[src/rtl/pkt_nib_tx_if.sv]
// Frame-request and nibble-stream bundle for pkt_nib_tx.
// master = traffic controller (drives header fields), slave = the serializer.
interface pkt_nib_tx_if #(
    parameter int PAY_W = 8
);
    logic             start;
    logic             vlan_en;
    logic [15:0]      vlan_tci;
    logic [47:0]      Dstmac;
    logic [47:0]      Srcmac;
    logic [15:0]      Ethproto;
    logic [7:0]       Ipproto;
    logic [31:0]      srcip4;
    logic [31:0]      dstip4;
    logic [15:0]      Srcport;
    logic [15:0]      Dstport;
    logic [15:0]      icmp;
    logic [PAY_W-1:0] pay_len;
    logic [3:0]       d;
    logic             strobe;
    logic             valid;
    logic             busy;
    logic             done;

    modport master (
        output start, vlan_en, vlan_tci, Dstmac, Srcmac, Ethproto, Ipproto,
               srcip4, dstip4, Srcport, Dstport, icmp, pay_len,
        input  d, strobe, valid, busy, done
    );

    modport slave (
        input  start, vlan_en, vlan_tci, Dstmac, Srcmac, Ethproto, Ipproto,
               srcip4, dstip4, Srcport, Dstport, icmp, pay_len,
        output d, strobe, valid, busy, done
    );
endinterface

[src/rtl/pkt_nib_tx.sv]
// Nibble-serial Ethernet/IPv4 frame generator, MS nibble first, strobe on nibble 0.
// Define PKT_TX_CSUM_EN to fill in the IPv4 header checksum; otherwise it is sent as 0000.
module pkt_nib_tx #(
    parameter int         PAY_W = 8,
    parameter int         IFG   = 4,
    parameter logic [7:0] TTL   = 8'h40
) (
    input logic         clk,
    input logic         reset,
    pkt_nib_tx_if.slave bus
);
    localparam int CW = (PAY_W > 6) ? PAY_W : 6;
    localparam int GW = (IFG > 1) ? $clog2(IFG) : 1;

    typedef enum logic [2:0] {S_IDLE, S_LOAD, S_ETH, S_IP, S_L4, S_PAY, S_GAP} state_t;

    state_t           r_state;
    logic             r_vlanEn;
    logic [15:0]      r_vlanTci;
    logic [47:0]      r_dstMac;
    logic [47:0]      r_srcMac;
    logic [15:0]      r_ethProto;
    logic [7:0]       r_ipProto;
    logic [31:0]      r_srcIp;
    logic [31:0]      r_dstIp;
    logic [15:0]      r_srcPort;
    logic [15:0]      r_dstPort;
    logic [15:0]      r_icmp;
    logic [PAY_W-1:0] r_payLen;
    logic [143:0]     r_shEth;
    logic [159:0]     r_shIp;
    logic [31:0]      r_shL4;
    logic [CW-1:0]    r_cnt;
    logic [3:0]       r_payIdx;
    logic [GW-1:0]    r_gap;
    logic [3:0]       r_d;
    logic             r_strobe;
    logic             r_valid;
    logic             r_busy;
    logic             r_done;

    logic             w_ipEn;
    logic [3:0]       w_l4Len;
    logic [PAY_W-1:0] w_payLen;
    logic             w_payNz;
    logic [5:0]       w_ethLen;
    logic [15:0]      w_totalLen;
    logic [15:0]      w_csum;
    logic [143:0]     w_eth;
    logic [159:0]     w_ip;
    logic [31:0]      w_l4;
    state_t           w_nextSec;
    logic             w_lastSec;

    assign w_ipEn     = (r_ethProto == 16'h0800);
    assign w_payLen   = r_payLen & ~PAY_W'(1);
    assign w_payNz    = (w_payLen != '0);
    assign w_ethLen   = r_vlanEn ? 6'd36 : 6'd28;
    assign w_totalLen = 16'd20 + 16'(w_l4Len >> 1) + 16'(w_payLen >> 1);

    // L4 header exists only inside an IPv4 frame, and only for TCP/UDP/ICMP
    always_comb begin
        w_l4Len = 4'd0;
        if (w_ipEn) begin
            if (r_ipProto == 8'h06 || r_ipProto == 8'h11) begin
                w_l4Len = 4'd8;
            end else if (r_ipProto == 8'h01) begin
                w_l4Len = 4'd4;
            end
        end
    end

`ifdef PKT_TX_CSUM_EN
    logic [19:0] w_sum;
    logic [16:0] w_fold1;
    logic [15:0] w_fold2;

    assign w_sum   = 20'(16'h4500) + 20'(w_totalLen) + 20'(16'h4000) + 20'({TTL, r_ipProto})
                   + 20'(r_srcIp[31:16]) + 20'(r_srcIp[15:0])
                   + 20'(r_dstIp[31:16]) + 20'(r_dstIp[15:0]);
    assign w_fold1 = 17'(w_sum[15:0]) + 17'(w_sum[19:16]);
    assign w_fold2 = w_fold1[15:0] + 16'(w_fold1[16]);
    assign w_csum  = ~w_fold2;
`else
    assign w_csum = 16'h0000;
`endif

    assign w_eth = r_vlanEn ? {r_dstMac, r_srcMac, 16'h8100, r_vlanTci, r_ethProto}
                            : {r_dstMac, r_srcMac, r_ethProto, 32'h0};
    assign w_ip  = {16'h4500, w_totalLen, 16'h0000, 16'h4000, TTL, r_ipProto,
                    w_csum, r_srcIp, r_dstIp};
    assign w_l4  = (r_ipProto == 8'h01) ? {r_icmp, 16'h0} : {r_srcPort, r_dstPort};

    // Skip empty sections; GAP as the successor means this section ends the frame
    always_comb begin
        w_nextSec = S_GAP;
        case (r_state)
            S_ETH:   w_nextSec = w_ipEn ? S_IP : (w_payNz ? S_PAY : S_GAP);
            S_IP:    w_nextSec = (w_l4Len != 4'd0) ? S_L4 : (w_payNz ? S_PAY : S_GAP);
            S_L4:    w_nextSec = w_payNz ? S_PAY : S_GAP;
            default: w_nextSec = S_GAP;
        endcase
    end

    assign w_lastSec = (w_nextSec == S_GAP);

    always_ff @(posedge clk or negedge reset) begin
        if (!reset) begin
            r_state    <= S_IDLE;
            r_vlanEn   <= 1'b0;
            r_vlanTci  <= '0;
            r_dstMac   <= '0;
            r_srcMac   <= '0;
            r_ethProto <= '0;
            r_ipProto  <= '0;
            r_srcIp    <= '0;
            r_dstIp    <= '0;
            r_srcPort  <= '0;
            r_dstPort  <= '0;
            r_icmp     <= '0;
            r_payLen   <= '0;
            r_shEth    <= '0;
            r_shIp     <= '0;
            r_shL4     <= '0;
            r_cnt      <= '0;
            r_payIdx   <= '0;
            r_gap      <= '0;
            r_d        <= '0;
            r_strobe   <= 1'b0;
            r_valid    <= 1'b0;
            r_busy     <= 1'b0;
            r_done     <= 1'b0;
        end else begin
            r_strobe <= 1'b0;
            r_done   <= 1'b0;
            case (r_state)
                S_IDLE: begin
                    r_d     <= '0;
                    r_valid <= 1'b0;
                    if (bus.start) begin
                        r_vlanEn   <= bus.vlan_en;
                        r_vlanTci  <= bus.vlan_tci;
                        r_dstMac   <= bus.Dstmac;
                        r_srcMac   <= bus.Srcmac;
                        r_ethProto <= bus.Ethproto;
                        r_ipProto  <= bus.Ipproto;
                        r_srcIp    <= bus.srcip4;
                        r_dstIp    <= bus.dstip4;
                        r_srcPort  <= bus.Srcport;
                        r_dstPort  <= bus.Dstport;
                        r_icmp     <= bus.icmp;
                        r_payLen   <= bus.pay_len;
                        r_busy     <= 1'b1;
                        r_state    <= S_LOAD;
                    end
                end
                S_LOAD: begin
                    // Nibble 0 leaves here, so the Ethernet shifter is loaded already advanced
                    r_shEth  <= w_eth << 4;
                    r_shIp   <= w_ip;
                    r_shL4   <= w_l4;
                    r_d      <= w_eth[143:140];
                    r_valid  <= 1'b1;
                    r_strobe <= 1'b1;
                    r_cnt    <= CW'(w_ethLen) - CW'(1);
                    r_state  <= S_ETH;
                end
                S_ETH, S_IP, S_L4, S_PAY: begin
                    if (r_cnt != '0) begin
                        r_cnt  <= r_cnt - CW'(1);
                        r_done <= (r_cnt == CW'(1)) && w_lastSec;
                        case (r_state)
                            S_ETH: begin
                                r_d     <= r_shEth[143:140];
                                r_shEth <= r_shEth << 4;
                            end
                            S_IP: begin
                                r_d    <= r_shIp[159:156];
                                r_shIp <= r_shIp << 4;
                            end
                            S_L4: begin
                                r_d    <= r_shL4[31:28];
                                r_shL4 <= r_shL4 << 4;
                            end
                            default: begin
                                r_d      <= r_payIdx;
                                r_payIdx <= r_payIdx + 4'd1;
                            end
                        endcase
                    end else begin
                        r_state <= w_nextSec;
                        case (w_nextSec)
                            S_IP: begin
                                r_d    <= r_shIp[159:156];
                                r_shIp <= r_shIp << 4;
                                r_cnt  <= CW'(39);
                            end
                            S_L4: begin
                                r_d    <= r_shL4[31:28];
                                r_shL4 <= r_shL4 << 4;
                                r_cnt  <= CW'(w_l4Len) - CW'(1);
                            end
                            S_PAY: begin
                                r_d      <= 4'd0;
                                r_payIdx <= 4'd1;
                                r_cnt    <= CW'(w_payLen) - CW'(1);
                            end
                            default: begin
                                r_d     <= 4'd0;
                                r_valid <= 1'b0;
                                r_gap   <= GW'(IFG - 1);
                            end
                        endcase
                    end
                end
                S_GAP: begin
                    r_d     <= '0;
                    r_valid <= 1'b0;
                    if (r_gap == '0) begin
                        r_busy  <= 1'b0;
                        r_state <= S_IDLE;
                    end else begin
                        r_gap <= r_gap - GW'(1);
                    end
                end
                default: begin
                    r_state <= S_IDLE;
                    r_busy  <= 1'b0;
                    r_valid <= 1'b0;
                    r_d     <= '0;
                end
            endcase
        end
    end

    assign bus.d      = r_d;
    assign bus.strobe = r_strobe;
    assign bus.valid  = r_valid;
    assign bus.busy   = r_busy;
    assign bus.done   = r_done;
endmodule
[src/flat_wrapper.sv]
// flat-port wrapper written by rule: the top's interface ports become plain ports
module pkt_nib_tx_flat 
#(
    parameter int         PAY_W = 8,
    parameter int         IFG   = 4,
    parameter logic [7:0] TTL   = 8'h40
)
  (clk, reset, bus_start, bus_vlan_en, bus_vlan_tci, bus_Dstmac, bus_Srcmac, bus_Ethproto, bus_Ipproto, bus_srcip4, bus_dstip4, bus_Srcport, bus_Dstport, bus_icmp, bus_pay_len, bus_d, bus_strobe, bus_valid, bus_busy, bus_done);
  pkt_nib_tx_if #(.PAY_W(PAY_W)) bus_i ();
  input logic clk;
  input logic reset;
  input wire logic [$bits(bus_i.start)-1:0] bus_start;
  input wire logic [$bits(bus_i.vlan_en)-1:0] bus_vlan_en;
  input wire logic [$bits(bus_i.vlan_tci)-1:0] bus_vlan_tci;
  input wire logic [$bits(bus_i.Dstmac)-1:0] bus_Dstmac;
  input wire logic [$bits(bus_i.Srcmac)-1:0] bus_Srcmac;
  input wire logic [$bits(bus_i.Ethproto)-1:0] bus_Ethproto;
  input wire logic [$bits(bus_i.Ipproto)-1:0] bus_Ipproto;
  input wire logic [$bits(bus_i.srcip4)-1:0] bus_srcip4;
  input wire logic [$bits(bus_i.dstip4)-1:0] bus_dstip4;
  input wire logic [$bits(bus_i.Srcport)-1:0] bus_Srcport;
  input wire logic [$bits(bus_i.Dstport)-1:0] bus_Dstport;
  input wire logic [$bits(bus_i.icmp)-1:0] bus_icmp;
  input wire logic [$bits(bus_i.pay_len)-1:0] bus_pay_len;
  output wire logic [$bits(bus_i.d)-1:0] bus_d;
  output wire logic [$bits(bus_i.strobe)-1:0] bus_strobe;
  output wire logic [$bits(bus_i.valid)-1:0] bus_valid;
  output wire logic [$bits(bus_i.busy)-1:0] bus_busy;
  output wire logic [$bits(bus_i.done)-1:0] bus_done;
  assign bus_i.start = bus_start;
  assign bus_i.vlan_en = bus_vlan_en;
  assign bus_i.vlan_tci = bus_vlan_tci;
  assign bus_i.Dstmac = bus_Dstmac;
  assign bus_i.Srcmac = bus_Srcmac;
  assign bus_i.Ethproto = bus_Ethproto;
  assign bus_i.Ipproto = bus_Ipproto;
  assign bus_i.srcip4 = bus_srcip4;
  assign bus_i.dstip4 = bus_dstip4;
  assign bus_i.Srcport = bus_Srcport;
  assign bus_i.Dstport = bus_Dstport;
  assign bus_i.icmp = bus_icmp;
  assign bus_i.pay_len = bus_pay_len;
  assign bus_d = bus_i.d;
  assign bus_strobe = bus_i.strobe;
  assign bus_valid = bus_i.valid;
  assign bus_busy = bus_i.busy;
  assign bus_done = bus_i.done;
  pkt_nib_tx #(.PAY_W(PAY_W), .IFG(IFG), .TTL(TTL)) u_core (.clk(clk), .reset(reset), .bus(bus_i));
endmodule
[config.mk]
export PLATFORM = sky130hd
export DESIGN_NAME = pkt_nib_tx_flat
export DESIGN_NICKNAME = d
export VERILOG_FILES = /design/src/rtl/pkt_nib_tx_if.sv /design/src/rtl/pkt_nib_tx.sv /design/src/flat_wrapper.sv
export SDC_FILE = /design/constraint.sdc
export NUM_CORES = 1
export LEC_CHECK = 0
export ABC_AREA = 1
export CORE_MARGIN = 2
export CORE_UTILIZATION = 33
export DETAILED_ROUTE_END_ITERATION = 16
export PLACE_DENSITY = 0.49
export SYNTH_ARGS = -nofsm -noshare
export SYNTH_HDL_FRONTEND = slang
export SYNTH_SLANG_ARGS = --single-unit
[constraint.sdc]
create_clock -name clk -period 4.8 [get_ports clk]
set_input_delay 0.96 -clock clk [delete_from_list [all_inputs] [get_ports clk]]
set_output_delay 0.96 -clock clk [all_outputs]
set_load 0.05 [all_outputs]
# Word-level counts from Yosys, hierarchy flattened
# Cells that the tools add are included.
# W data, S select, Z words.
[totals]
ff_bits = 618
output_inout_bits = 8
word_cells = 133
in_bits = 260
[classes]
n_bitwise = 1
reduce_logical = 24
muxes = 48
addsub = 8
n_eq_ne = 28
[ops]
columns = ["op", "count"]
rows = [
  ["$mux W160", 3],
  ["$pmux W160 S2", 1],
  ["$mux W144", 2],
  ["$pmux W144 S2", 1],
  ["$mux W32", 4],
  ["$pmux W32 S2", 1],
  ["$mux W48", 1],
  ["$mux W4", 6],
  ["$pmux W8 S3", 1],
  ["$eq A3 B3 Y1 const B", 6],
  ["$mux W3", 6],
  ["$reduce_and A3 Y1", 6],
  ["$add A16 B7 Y16", 1],
  ["$eq A16 B12 Y1 const B", 1],
  ["$eq A8 B1 Y1 const B", 2],
  ["$pmux W4 S2", 2],
  ["$pmux W8 S2", 1],
  ["$reduce_bool A8 Y1", 2],
  ["$sub A8 B1 Y8 const B", 2],
  ["$pmux W3 S4", 1],
  ["$pmux W4 S3", 1],
  ["$ne A2 B2 Y1 const B", 5],
  ["$eq A3 B2 Y1 const B", 3],
  ["$pmux W3 S3", 1],
  ["31 further kinds", 49],
]

# Longest topological paths before layout
# Gate-level depths: netlist of run 1.
[logic_depth]
ltp_word = 12
ltp_mapped = 19

# Least setup slack after synthesis of run 1
# No wires, ideal clock.
[synth_path]
kind = "register to register"
start = "reg u_core.r_ipProto[7]"
end = "reg u_core.r_shL4[1]"
required_time_ns = 4.717
arrival_time_ns = 2.128
stages_incl_launch_ff = 15
setup_ns = 0.083
slack_ns = 2.590
n_path_buf = 1
synth_period_minus_slack_ns = 2.210
cell_sequence = "dfrtp_1 -> nor2_1 -> nand3_1 -> inv_1 -> nand3_1 -> a21oi_1 -> inv_1 -> ha_1 -> or2_2 -> nand2_1 -> nand3_1 -> inv_1 -> buf_2 -> nand3_1 -> o21ai_0"
[synth_between]
elab_chain_len = 10
[synth_lines]
columns = ["item", "line_no", "text"]
rows = [
  ["from (decl)", "pkt_nib_tx.sv:23", "logic [7:0] r_ipProto;"],
  ["from (signal assigned)", "pkt_nib_tx.sv:146", "r_ipProto <= bus.Ipproto;"],
  ["$eq A8 B1 Y1, or another cell as far along", "pkt_nib_tx.sv:67, pkt_nib_tx.sv:92", ""],
  ["$mux W3 / $logic_or A1 B1 Y1 (equally long branches)", "pkt_nib_tx.sv:67, pkt_nib_tx.sv:65", ""],
  ["$mux W4", "pkt_nib_tx.sv:65", "if (r_ipProto == 8'h06 || r_ipProto == 8'h11) begin"],
  ["$mux W4", "pkt_nib_tx.sv:64", "if (w_ipEn) begin"],
  ["$reduce_bool A4 Y1", "pkt_nib_tx.sv:99", "S_IP: w_nextSec = (w_l4Len != 4'd0) ? S_L4 : (w_payNz ? S_PAY : S_GAP);"],
  ["$mux W3", "pkt_nib_tx.sv:99", ""],
  ["$pmux W3 S3", "pkt_nib_tx.sv:97", "case (r_state)"],
  ["$eq A3 B3 Y1", "pkt_nib_tx.sv:192", "case (w_nextSec)"],
  ["$ne A3 B1 Y1 (no line)", "--", ""],
  ["$reduce_and A3 Y1 (no line)", "--", ""],
  ["to (signal assigned)", "pkt_nib_tx.sv:161", "r_shL4 <= w_l4;"],
  ["to (signal assigned)", "pkt_nib_tx.sv:183", "r_shL4 <= r_shL4 << 4;"],
  ["to (signal assigned)", "pkt_nib_tx.sv:200", "r_shL4 <= r_shL4 << 4;"],
  ["to (decl)", "pkt_nib_tx.sv:32", "logic [31:0] r_shL4;"],
]
# Parallel ways exist; a longest one is shown, timed or not.
# A chain may end at the register's enable or synchronous reset.

# Worst setup path after layout of run 1
[layout_path]
start = "reg u_core.r_state[0]"
end = "reg u_core.r_shIp[19]"
[layout_between]
elab_chain_len = 5
[layout_lines]
columns = ["item", "line_no", "text"]
rows = [
  ["from (decl)", "pkt_nib_tx.sv:17", "state_t r_state;"],
  ["from (signal assigned)", "pkt_nib_tx.sv:191", "r_state <= w_nextSec;"],
  ["$eq A3 B3 Y1, or another cell as far along", "pkt_nib_tx.sv:97, pkt_nib_tx.sv:136", ""],
  ["$pmux W3 S3", "pkt_nib_tx.sv:97", ""],
  ["$eq A3 B2 Y1", "pkt_nib_tx.sv:192", ""],
  ["$ne A3 B1 Y1 (no line)", "--", ""],
  ["$reduce_and A3 Y1 (no line)", "--", ""],
  ["to (signal assigned)", "pkt_nib_tx.sv:160", "r_shIp <= w_ip;"],
  ["to (signal assigned)", "pkt_nib_tx.sv:179", "r_shIp <= r_shIp << 4;"],
  ["to (signal assigned)", "pkt_nib_tx.sv:195", "r_shIp <= r_shIp << 4;"],
  ["to (decl)", "pkt_nib_tx.sv:31", "logic [159:0] r_shIp;"],
]
# Parallel ways exist; a longest one is shown, timed or not.

==> results.sh, run 1 <==
export IMPL_numPlacedInstances=4281
export IMPL_comb_power_share=0.372
export IMPL_cpPeakStageDelay_ns=0.52
export IMPL_maxSlewHeadroom=0.2519
export IMPL_crit_chain="nor2_1, nand2_2, nand3_4, inv_8, nand2_1, nand2_1, a21oi_4, buf_12, nand2_1, o21a_1"
export IMPL_ctsHtreeMaxLevel=3
export IMPL_grt_pass1_wl_um=114400
export IMPL_nets=3575
export IMPL_start_util=0.3343
export IMPL_crit_top_cell="nand2_1"
export IMPL_placementRows=103
export IMPL_synth_area_sq_um=26500
export IMPL_final_util=0.4079
export IMPL_post_drt_wl_per_cell_um=15.90
export IMPL_synthCells=3126
export IMPL_worst_pin_slew_ns=1.122
export IMPL_coreArea_sq_um=79260
export IMPL_outcome="finished, final reports clean"
export IMPL_seq_area_frac_synth=0.5789
export IMPL_ys_ff_latch=613
export IMPL_grt_max_degree=207
export IMPL_placed_area_sq_um=30010
export IMPL_vdd_drop_max_v=0.0005426
export IMPL_layout_drive_gt1_share=0.04616
export IMPL_crit_buf_inv=2
export IMPL_power_density_nw_per_um2=688.3
export IMPL_track_usage=0.1716
export IMPL_grt_antenna_before_repair=9
export IMPL_place_hpwl_um=44140
export IMPL_first_pass_iters=5
export IMPL_hold_viol=0
export IMPL_numCtsBuffers=71
export IMPL_wl_um=70100
export IMPL_layout_common_cells="nand2_1 (1058), dfrtp_1 (613), inv_1 (295), o21ai_0 (279), clkdlybuf4s50_1 (265)"
export IMPL_syn_avg_cell_area_sq_um=8.477
export IMPL_port_buffers=266
export IMPL_finalNonFillerCells=4409
export IMPL_cts_root_buffer_cell="clkbuf_16"
export IMPL_p_int_mw=13.47
export IMPL_vias_per_cell=4.755
export IMPL_end_kind="flop"
export IMPL_die_w_um=287.4
export IMPL_period_needed_ns=3.855
export IMPL_place_congestion=0.8271
export IMPL_setup_violations=0
export IMPL_start_kind="flop"
export IMPL_drcViolationCount=0
export IMPL_power_frac_seq=0.387
export IMPL_synth_nets=3397
export IMPL_die_area_sq_um=82580
export IMPL_crit_path_max_fanout=206
export IMPL_insertion_delay_ns=0.62
export IMPL_clkPwrFrac=0.241
export IMPL_crit_type="flop to flop"
export IMPL_swShare=0.3946
export IMPL_regToRegSetupSlack_ns=0.94
export IMPL_die_h_um=287.4
export IMPL_post_cts_buffers=0
export IMPL_ctsResizeCount=0
export IMPL_hold_path_class="primary input to async pin"
export IMPL_cts_hold_buf=0
export IMPL_finalMaxSlewViolations=0
export IMPL_critPathRequiredTime_ns=5.31
export IMPL_synth_edf_count=0
export IMPL_max_cap_violations=0
export IMPL_setup_ws_ns=0.9449
export IMPL_cts_tree="done"
export IMPL_tns_ns=0
export IMPL_switchingPower_mw=8.782
export IMPL_io_pins=268
export IMPL_crit_arrival_ns=4.36
export IMPL_vias=20970
export IMPL_syn_to_final_growth_pct=22.01
export IMPL_fin_crit_sh=0.8031
export IMPL_async_flop_share=1.000
export IMPL_post_place_ws_ns=1.004
export IMPL_grt_overflow=0
export IMPL_max_freq_mhz=259.4
export IMPL_grt_pass1_vias=21270
export IMPL_fin_area_sq_um=32330
export IMPL_path_clk_slew_ns=0.06
export IMPL_cp_slowest_cell="a21oi_4"
export IMPL_yosys_warnings=0
export IMPL_cts_sink_count=613
export IMPL_drt_iter0_drc=1428
export IMPL_layout_commonest_cell="nand2_1"
export IMPL_cp_top_family="simple AND/OR/NAND/NOR gates"
export IMPL_synthDistinctLibCells=38
export IMPL_power_leakage_nw=14.74
export IMPL_ant_nets=0
export IMPL_finalClockSkew_ns=0.03868
export IMPL_clk_path_buf_depth=3
export IMPL_ys_dominant_reg_cell="dfrtp_1"
export IMPL_rsz0062_at_grt="no"
-- layer usage --
metal / share of wire / GRT usage
met1: 0.48 / 0.2385
met5: 0.00097 / 0
met3: 0.046 / 0.03444
met4: 0.023 / 0.04740
met2: 0.45 / 0.2722
-- state kept, by name, summed over array words and instances, names as in the netlist, 16 cells and up --
signal	cells
u_core.r_srcIp	32
u_core.r_icmp	16
u_core.r_shL4	32
u_core.r_dstMac	48
u_core.r_dstIp	32
u_core.r_srcMac	48
u_core.r_dstPort	16
u_core.r_ethProto	16
u_core.r_shEth	140
u_core.r_shIp	160
u_core.r_srcPort	16
u_core.r_vlanTci	16
-- power by group through the flow --
| stage | sequential, mW | clock (mW) | combinational (mW) |
|---|---|---|---|
| global route | 8.89 | 5.74 | 9.62 |
| detailed placement | 8.68 | 0 | 8.38 |
| global placement | 8.63 | 0 | 8.26 |
| CTS | 8.62 | 5.53 | 8.45 |
| floorplan | 8.44 | 0 | 6.42 |
| finish | 8.61 | 5.36 | 8.29 |
-- metrics by stage --
stage                     power, mW  hold slack (ns)
after floorplan               14.86           0.4419
after global placement        16.89           0.4613
after detailed placement      17.07           0.4599
after CTS                     22.60           0.3861
after global routing          24.24           0.4079
final                         22.25           0.3835
-- area by class of cell --
class | instances | area, sq um
Multi-Input combinational cell | 2019 | 9206
Antenna cell | 1 | 2.502
Inverter | 305 | 1160
Clock buffer | 109 | 2132
Sequential cell | 613 | 15340
Timing Repair Buffer | 294 | 2990
Clock inverter | 18 | 186.4
Fill cell | 8041 | 46930
Tap cell | 1050 | 1314
-- Yosys cell counts, types with 9 or more instances --
cell         n  area share
buf_2       57       0.011
a31oi_1    101       0.024
nor2_1     164       0.023
buf_4       13      0.0037
ha_1        10      0.0047
dfrtp_1    613        0.58
o22ai_1     55       0.013
inv_1      295       0.042
o21a_1      75       0.021
o21ai_1    104       0.020
o21ai_0    279       0.053
buf_1        9      0.0013
clkbuf_1   110       0.016
nand2_1   1058        0.15
nand3_1    110       0.021
a21oi_1     13      0.0025
xor2_1       9      0.0030
-- cells by family after synthesis --
kind of cell	count (synthesis)	synth area share
AND/OR/NAND/NOR	1355	0.2002
AO/OA/AOI/OAI	643	0.1376
flip-flops	613	0.5789
buffers and inverters	494	0.07451
adder cells (fa/ha/maj)	11	0.005477
XOR/XNOR	10	0.003306
-- worst paths after layout --
path,start,endpoint,cells after the start
hold reg to reg,u_core.r_srcPort[12],u_core.r_srcPort[12],2
min in group clk,u_core.r_srcPort[12],u_core.r_srcPort[12],2
setup / recovery,u_core.r_state[0],u_core.r_shIp[19],10
max in group asynchronous,reset,u_core.r_srcPort[3],2
hold / removal,reset,u_core.r_shIp[16],1
setup reg to reg,u_core.r_state[0],u_core.r_shIp[19],10
-- worst reg2reg max path, stage by stage (launching register included) --
cell	delay, ns
dfrtp_1	0.45
nor2_1	0.31
nand2_2	0.23
nand3_4	0.33
inv_8	0.29
nand2_1	0.27
nand2_1	0.15
a21oi_4	0.52
buf_12	0.53
nand2_1	0.52
o21a_1	0.17
Power figures use the tool's default switching activity.
==> inputs of run 2 (changes only) <==
clock period = 3.82 ns   (was 4.8 ns; I/O delays follow)
==> run 2 against run 1 <==
  * Clock-buffer cell count rose by 1
  * Sequential cell count did not move
  * Critical path depth rose by 5
  * Clock power rose by 26%
  * First-iteration DRC count rose by 1.5%
  * Global-route usage fell by 0.21 points
  * Routed wire length fell by 0.94%
  * Critical endpoint is now u_core.r_shL4[2]
  * Highest routed layer unchanged
==> results.sh, run 2 (synthesis results as in run 1) <==
export IMPL_outcome="finished, final reports clean"
export IMPL_power_frac_seq=0.383
export IMPL_path_clk_slew_ns=0.06
export IMPL_start_util=0.3343
export IMPL_finalClockSkew_ns=0.02211
export IMPL_crit_type="flop to flop"
export IMPL_placementRows=103
export IMPL_r2r_start="u_core.r_ethProto[15]"
export IMPL_maxSlewHeadroom=0.4621
export IMPL_end_kind="flop"
export IMPL_worst_pin_slew_ns=0.8068
export IMPL_die_h_um=287.4
export IMPL_switchingPower_mw=11.05
export IMPL_ctsResizeCount=0
export IMPL_period_needed_ns=3.133
export IMPL_drcViolationCount=0
export IMPL_vias_per_cell=4.757
export IMPL_numPlacedInstances=4297
export IMPL_crit_arrival_ns=3.65
export IMPL_clkPwrFrac=0.238
export IMPL_layout_commonest_cell="nand2_1"
export IMPL_layout_drive_gt1_share=0.04924
export IMPL_post_place_ws_ns=0.7096
export IMPL_final_util=0.4116
export IMPL_die_w_um=287.4
export IMPL_drt_iter0_drc=1450
export IMPL_power_mw=28.27
export IMPL_swShare=0.3909
export IMPL_syn_to_final_growth_pct=23.10
export IMPL_critPathRequiredTime_ns=4.34
export IMPL_grt_overflow=0
export IMPL_insertion_delay_ns=0.61
export IMPL_cts_hold_buf=0
export IMPL_cts_tree="done"
export IMPL_hold_viol=0
export IMPL_start_kind="flop"
export IMPL_cts_sink_count=613
export IMPL_grt_max_degree=153
export IMPL_layout_common_cells="nand2_1 (1058), dfrtp_1 (613), inv_1 (295), o21ai_0 (279), clkdlybuf4s50_1 (265)"
export IMPL_setup_violations=0
export IMPL_largest_register_ff_count=160
export IMPL_startpoint="u_core.r_ethProto[15]"
export IMPL_setup_ws_ns=0.6866
export IMPL_top_regs="u_core.r_shIp (160), u_core.r_shEth (140)"
export IMPL_nets=3592
export IMPL_grt_pass1_wl_um=113700
export IMPL_io_pins=268
export IMPL_finalMaxSlewViolations=0
export IMPL_crit_path_max_fanout=44
export IMPL_clk_path_buf_depth=3
export IMPL_vdd_drop_max_v=0.0005110
export IMPL_p_int_mw=17.22
export IMPL_first_pass_iters=7
export IMPL_grt_antenna_before_repair=4
export IMPL_vias=21040
export IMPL_port_buffers=266
export IMPL_final_fill_count=8074
export IMPL_rsz0062_at_grt="no"
export IMPL_ant_nets=0
export IMPL_post_drt_wl_per_cell_um=15.70
export IMPL_post_cts_buffers=0
export IMPL_track_usage=0.1696
export IMPL_fin_crit_sh=0.8203
export IMPL_tns_ns=0
export IMPL_finalNonFillerCells=4423
export IMPL_hold_path_class="primary input to async pin"
export IMPL_max_cap_violations=0
export IMPL_coreArea_sq_um=79260
export IMPL_max_freq_mhz=319.1
export IMPL_cts_root_buffer_cell="clkbuf_16"
export IMPL_wl_um=69440
export IMPL_numCtsBuffers=72
export IMPL_power_leakage_nw=14.87
export IMPL_place_congestion=0.8282
export IMPL_die_area_sq_um=82580
export IMPL_place_hpwl_um=45230
export IMPL_grt_pass1_vias=21270
export IMPL_comb_power_share=0.379
export IMPL_ctsHtreeMaxLevel=3
export IMPL_power_density_nw_per_um2=866.7
export IMPL_largest_register="u_core.r_shIp"
==> run 2: cell count changes in the layout (fill, tap and decap cells not counted) <==
cell	delta
diode_2	+1
clkinvlp_4	-1
clkbuf_8	-1
buf_12	+14
inv_6	-2
inv_16	+1
clkinv_16	-1
bufinv_16	+1
clkinv_8	+1
clkbuf_1	+2
buf_4	+2
clkinv_2	-3
==> run 2: stage by stage <==
| stage | hold WS (ns) | cell area, sq um |
|---|---|---|
| after floorplan | 0.4419 | 26500 |
| after global placement | 0.4613 | 30310 |
| after detailed placement | 0.4643 | 30310 |
| after CTS | 0.1053 | 32610 |
| after global routing | 0.1261 | 32620 |
| final | 0.1123 | 32620 |
==> run 2: worst max-delay path, cell delays in order, from the launching register on <==
cell     delay [ns]
dfrtp_1        0.43
nor2_1         0.12
nand2_1        0.10
nor2_1         0.13
nand2_1        0.20
a21oi_1        0.26
inv_1          0.16
ha_1           0.26
or2_2          0.34
nand2_1        0.08
nand3_1        0.09
buf_4          0.21
inv_1          0.23
buf_12         0.25
nand3_1        0.09
o21ai_0        0.08
==> run 2: layout make-up <==
type | instances | area [sq um] | area share
sequential | 613 | 15340 | 0.4703
multi-input combinational | 2019 | 9206 | 0.2822
timing repair buffer | 310 | 3286 | 0.1007
clock buffer | 110 | 2126 | 0.06517
tap | 1050 | 1314 | 0.04028
inverter | 305 | 1160 | 0.03556
clock inverter | 14 | 182.7 | 0.005600
antenna | 2 | 5.005 | 0.0001534
==> run 2: layer usage <==
metal | global-route usage | wire [um] | vias up
met5 | 0 | 26 | -
met3 | 0.02563 | 2564 | 119
met2 | 0.2658 | 31640 | 358
li1 | - | - | 10410
met1 | 0.2406 | 33360 | 10150
met4 | 0.05430 | 1849 | 4
==> run 2: power groups by stage <==
stage | combinational [mW] | clock [mW] | sequential [mW]
finish | 10.7 | 6.74 | 10.8
global route | 12.4 | 7.21 | 11.2
CTS | 10.9 | 6.95 | 10.8
detailed placement | 10.8 | 0 | 10.9
global placement | 10.7 | 0 | 10.8
floorplan | 8.07 | 0 | 10.6
==> run 2: final timing paths <==
kind | endpoint | slack, ns | cells past startpoint
max | u_core.r_shL4[2] | 0.69 | 15
min | u_core.r_dstIp[20] | 0.11 | 1
max reg2reg | u_core.r_shL4[2] | 0.69 | 15
min reg2reg | u_core.r_dstMac[13] | 0.48 | 2
max in group asynchronous | u_core.r_shEth[73] | 2.66 | 3
min in group clk | u_core.r_dstMac[13] | 0.48 | 2
==> inputs of run 3 (changes only) <==
PLACE_DENSITY = 0.51   (was 0.49)
clock period = 2.65 ns   (was 3.82 ns; I/O delays follow)
==> run 3 against run 2 <==
  * Setup slack worse by 0.48 ns
  * Die area stayed put
  * Design area is 2.7% higher
  * Non-clock buffer count is 72 higher
  * Power is 49% higher
  * Critical endpoint is now bus_done
==> results.sh, run 3 (synthesis results as in run 1) <==
export IMPL_outcome="finished, final reports clean"
export IMPL_port_buffers=266
export IMPL_drcViolationCount=0
export IMPL_cp_slowest_cell="clkdlybuf4s50_1"
export IMPL_multi_input_area_sq_um=9264
export IMPL_wl_um=69890
export IMPL_path_clk_slew_ns=0.06
export IMPL_grt_overflow=0
export IMPL_syn_to_final_growth_pct=26.41
export IMPL_grt_pass1_vias=21130
export IMPL_ctsHtreeMaxLevel=3
export IMPL_regArea_sq_um=15340
export IMPL_largest_register_ff_count=160
export IMPL_die_area_sq_um=82580
export IMPL_top_regs="u_core.r_shIp (160), u_core.r_shEth (140)"
export IMPL_layout_commonest_cell="nand2_1"
export IMPL_period_needed_ns=2.441
export IMPL_grt_pass1_wl_um=114000
export IMPL_vias_per_cell=4.649
export IMPL_ant_nets=0
export IMPL_drt_iter0_drc=1274
export IMPL_largest_register="u_core.r_shIp"
export IMPL_reg2reg_depth=14
export IMPL_fin_hold_ws_ns=0.3952
export IMPL_regToRegSetupSlack_ns=0.22
export IMPL_crit_type="flop to output pin"
export IMPL_final_util=0.4226
export IMPL_worst_pin_slew_ns=0.6928
export IMPL_track_usage=0.1717
export IMPL_grt_max_degree=137
export IMPL_cpPeakStageDelay_ns=0.84
export IMPL_final_fill_count=8018
export IMPL_crit_arrival_ns=1.91
export IMPL_nets=3663
export IMPL_cts_tree="done"
export IMPL_place_congestion=0.8202
export IMPL_reg2reg_to="u_core.r_shL4[14]"
export IMPL_crit_path_max_fanout=1
export IMPL_layout_drive_gt1_share=0.07431
export IMPL_placed_area_sq_um=31010
export IMPL_coreArea_sq_um=79260
export IMPL_vias=20900
export IMPL_layout_common_cells="nand2_1 (1053), dfrtp_1 (613), inv_1 (294), o21ai_0 (276), clkdlybuf4s50_1 (265)"
export IMPL_vdd_drop_max_v=0.0005791
export IMPL_end_kind="output pin"
export IMPL_maxSlewHeadroom=0.5381
export IMPL_crit_chain="clkdlybuf4s50_1"
export IMPL_place_hpwl_um=46600
export IMPL_start_kind="flop"
export IMPL_r2r_start="u_core.r_ethProto[15]"
export IMPL_die_w_um=287.4
export IMPL_finalMaxSlewViolations=0
export IMPL_crit_buf_inv=1
export IMPL_critPathRequiredTime_ns=2.12
export IMPL_finalClockSkew_ns=0.02462
export IMPL_rsz0062_at_grt="yes"
export IMPL_cts_sink_count=613
export IMPL_max_freq_mhz=409.7
export IMPL_first_pass_iters=5
export IMPL_fin_area_sq_um=33500
export IMPL_io_pins=268
export IMPL_placementRows=103
export IMPL_fin_crit_sh=0.9210
export IMPL_clk_path_buf_depth=3
export IMPL_cts_root_buffer_cell="clkbuf_16"
export IMPL_hold_viol=0
export IMPL_numCtsBuffers=71
export IMPL_cp_top_family="buffers and inverters"
export IMPL_start_util=0.3343
export IMPL_die_h_um=287.4
export IMPL_hold_path_class="primary input to async pin"
export IMPL_max_cap_violations=0
export IMPL_setup_violations=0
export IMPL_power_leakage_nw=15.33
export IMPL_post_drt_wl_per_cell_um=15.54
export IMPL_power_density_nw_per_um2=1254
export IMPL_grt_antenna_before_repair=3
export IMPL_insertion_delay_ns=0.62
==> run 3: how the worst max path moves through the flow <==
stage | from | slack, ns | to | depth (start not counted)
2_1_floorplan | u_core.r_ipProto[7] | 0.44 | u_core.r_shL4[1] | 14
3_3_place_gp | u_core.r_ethProto[5] | 0.04 | u_core.r_shIp[134] | 18
3_5_place_dp | u_core.r_ethProto[15] | -0.02 | u_core.r_shIp[134] | 18
4_1_cts | u_core.r_ethProto[15] | 0.08 | u_core.r_shL4[1] | 14
5_1_grt | u_core.r_ethProto[5] | -0.02 | u_core.r_shIp[134] | 19
6_report | u_core.bus.done | 0.21 | bus_done | 1
==> run 3: area by class of cell <==
class | instances | area share
timing repair buffer | 382 | 0.1218
multi-input combinational | 2019 | 0.2766
tap | 1050 | 0.03922
sequential | 613 | 0.4579
clock buffer | 105 | 0.06074
clock inverter | 21 | 0.008815
antenna | 1 | 0.00007470
inverter | 305 | 0.03485
==> run 3: timing repair <==
action / in CTS / in global routing
buffers inserted: 0 / 3
hold endpoints to repair: 38 / 0
setup endpoints to repair: 16 / 97
pin swaps: 0 / 3
cloned: 0 / 2
hold buffers: 1 / 0
resized for setup: 2 / 25
==> run 3: report_power, final <==
group          switching [mW]  internal, mW
combinational            10.3          6.40
sequential               1.97          13.6
clock                    4.07          5.69
==> run 3: metal layers <==
layer	vias up	share of wire	wire length, um	global-route usage
met5	-	0.00014	10	0
met4	2	0.023	1598	0.04948
met3	92	0.034	2362	0.02357
met2	303	0.46	32020	0.2728
met1	9963	0.48	33890	0.2444
li1	10540	-	-	-
==> run 3: metrics by stage <==
| stage | TNS (ns) | cells | setup slack, ns | total power [mW] |
|---|---|---|---|---|
| after global placement | 0 | 4363 | 0.04179 | 32.14 |
| after detailed placement | -0.03228 | 4363 | -0.02051 | 32.39 |
| final | 0 | 4496 | 0.2092 | 42.01 |
| after floorplan | 0 | 3126 | 0.4396 | 26.91 |
| after global routing | -0.02346 | 4496 | -0.02346 | 45.75 |
| after CTS | 0 | 4490 | 0.07516 | 42.44 |
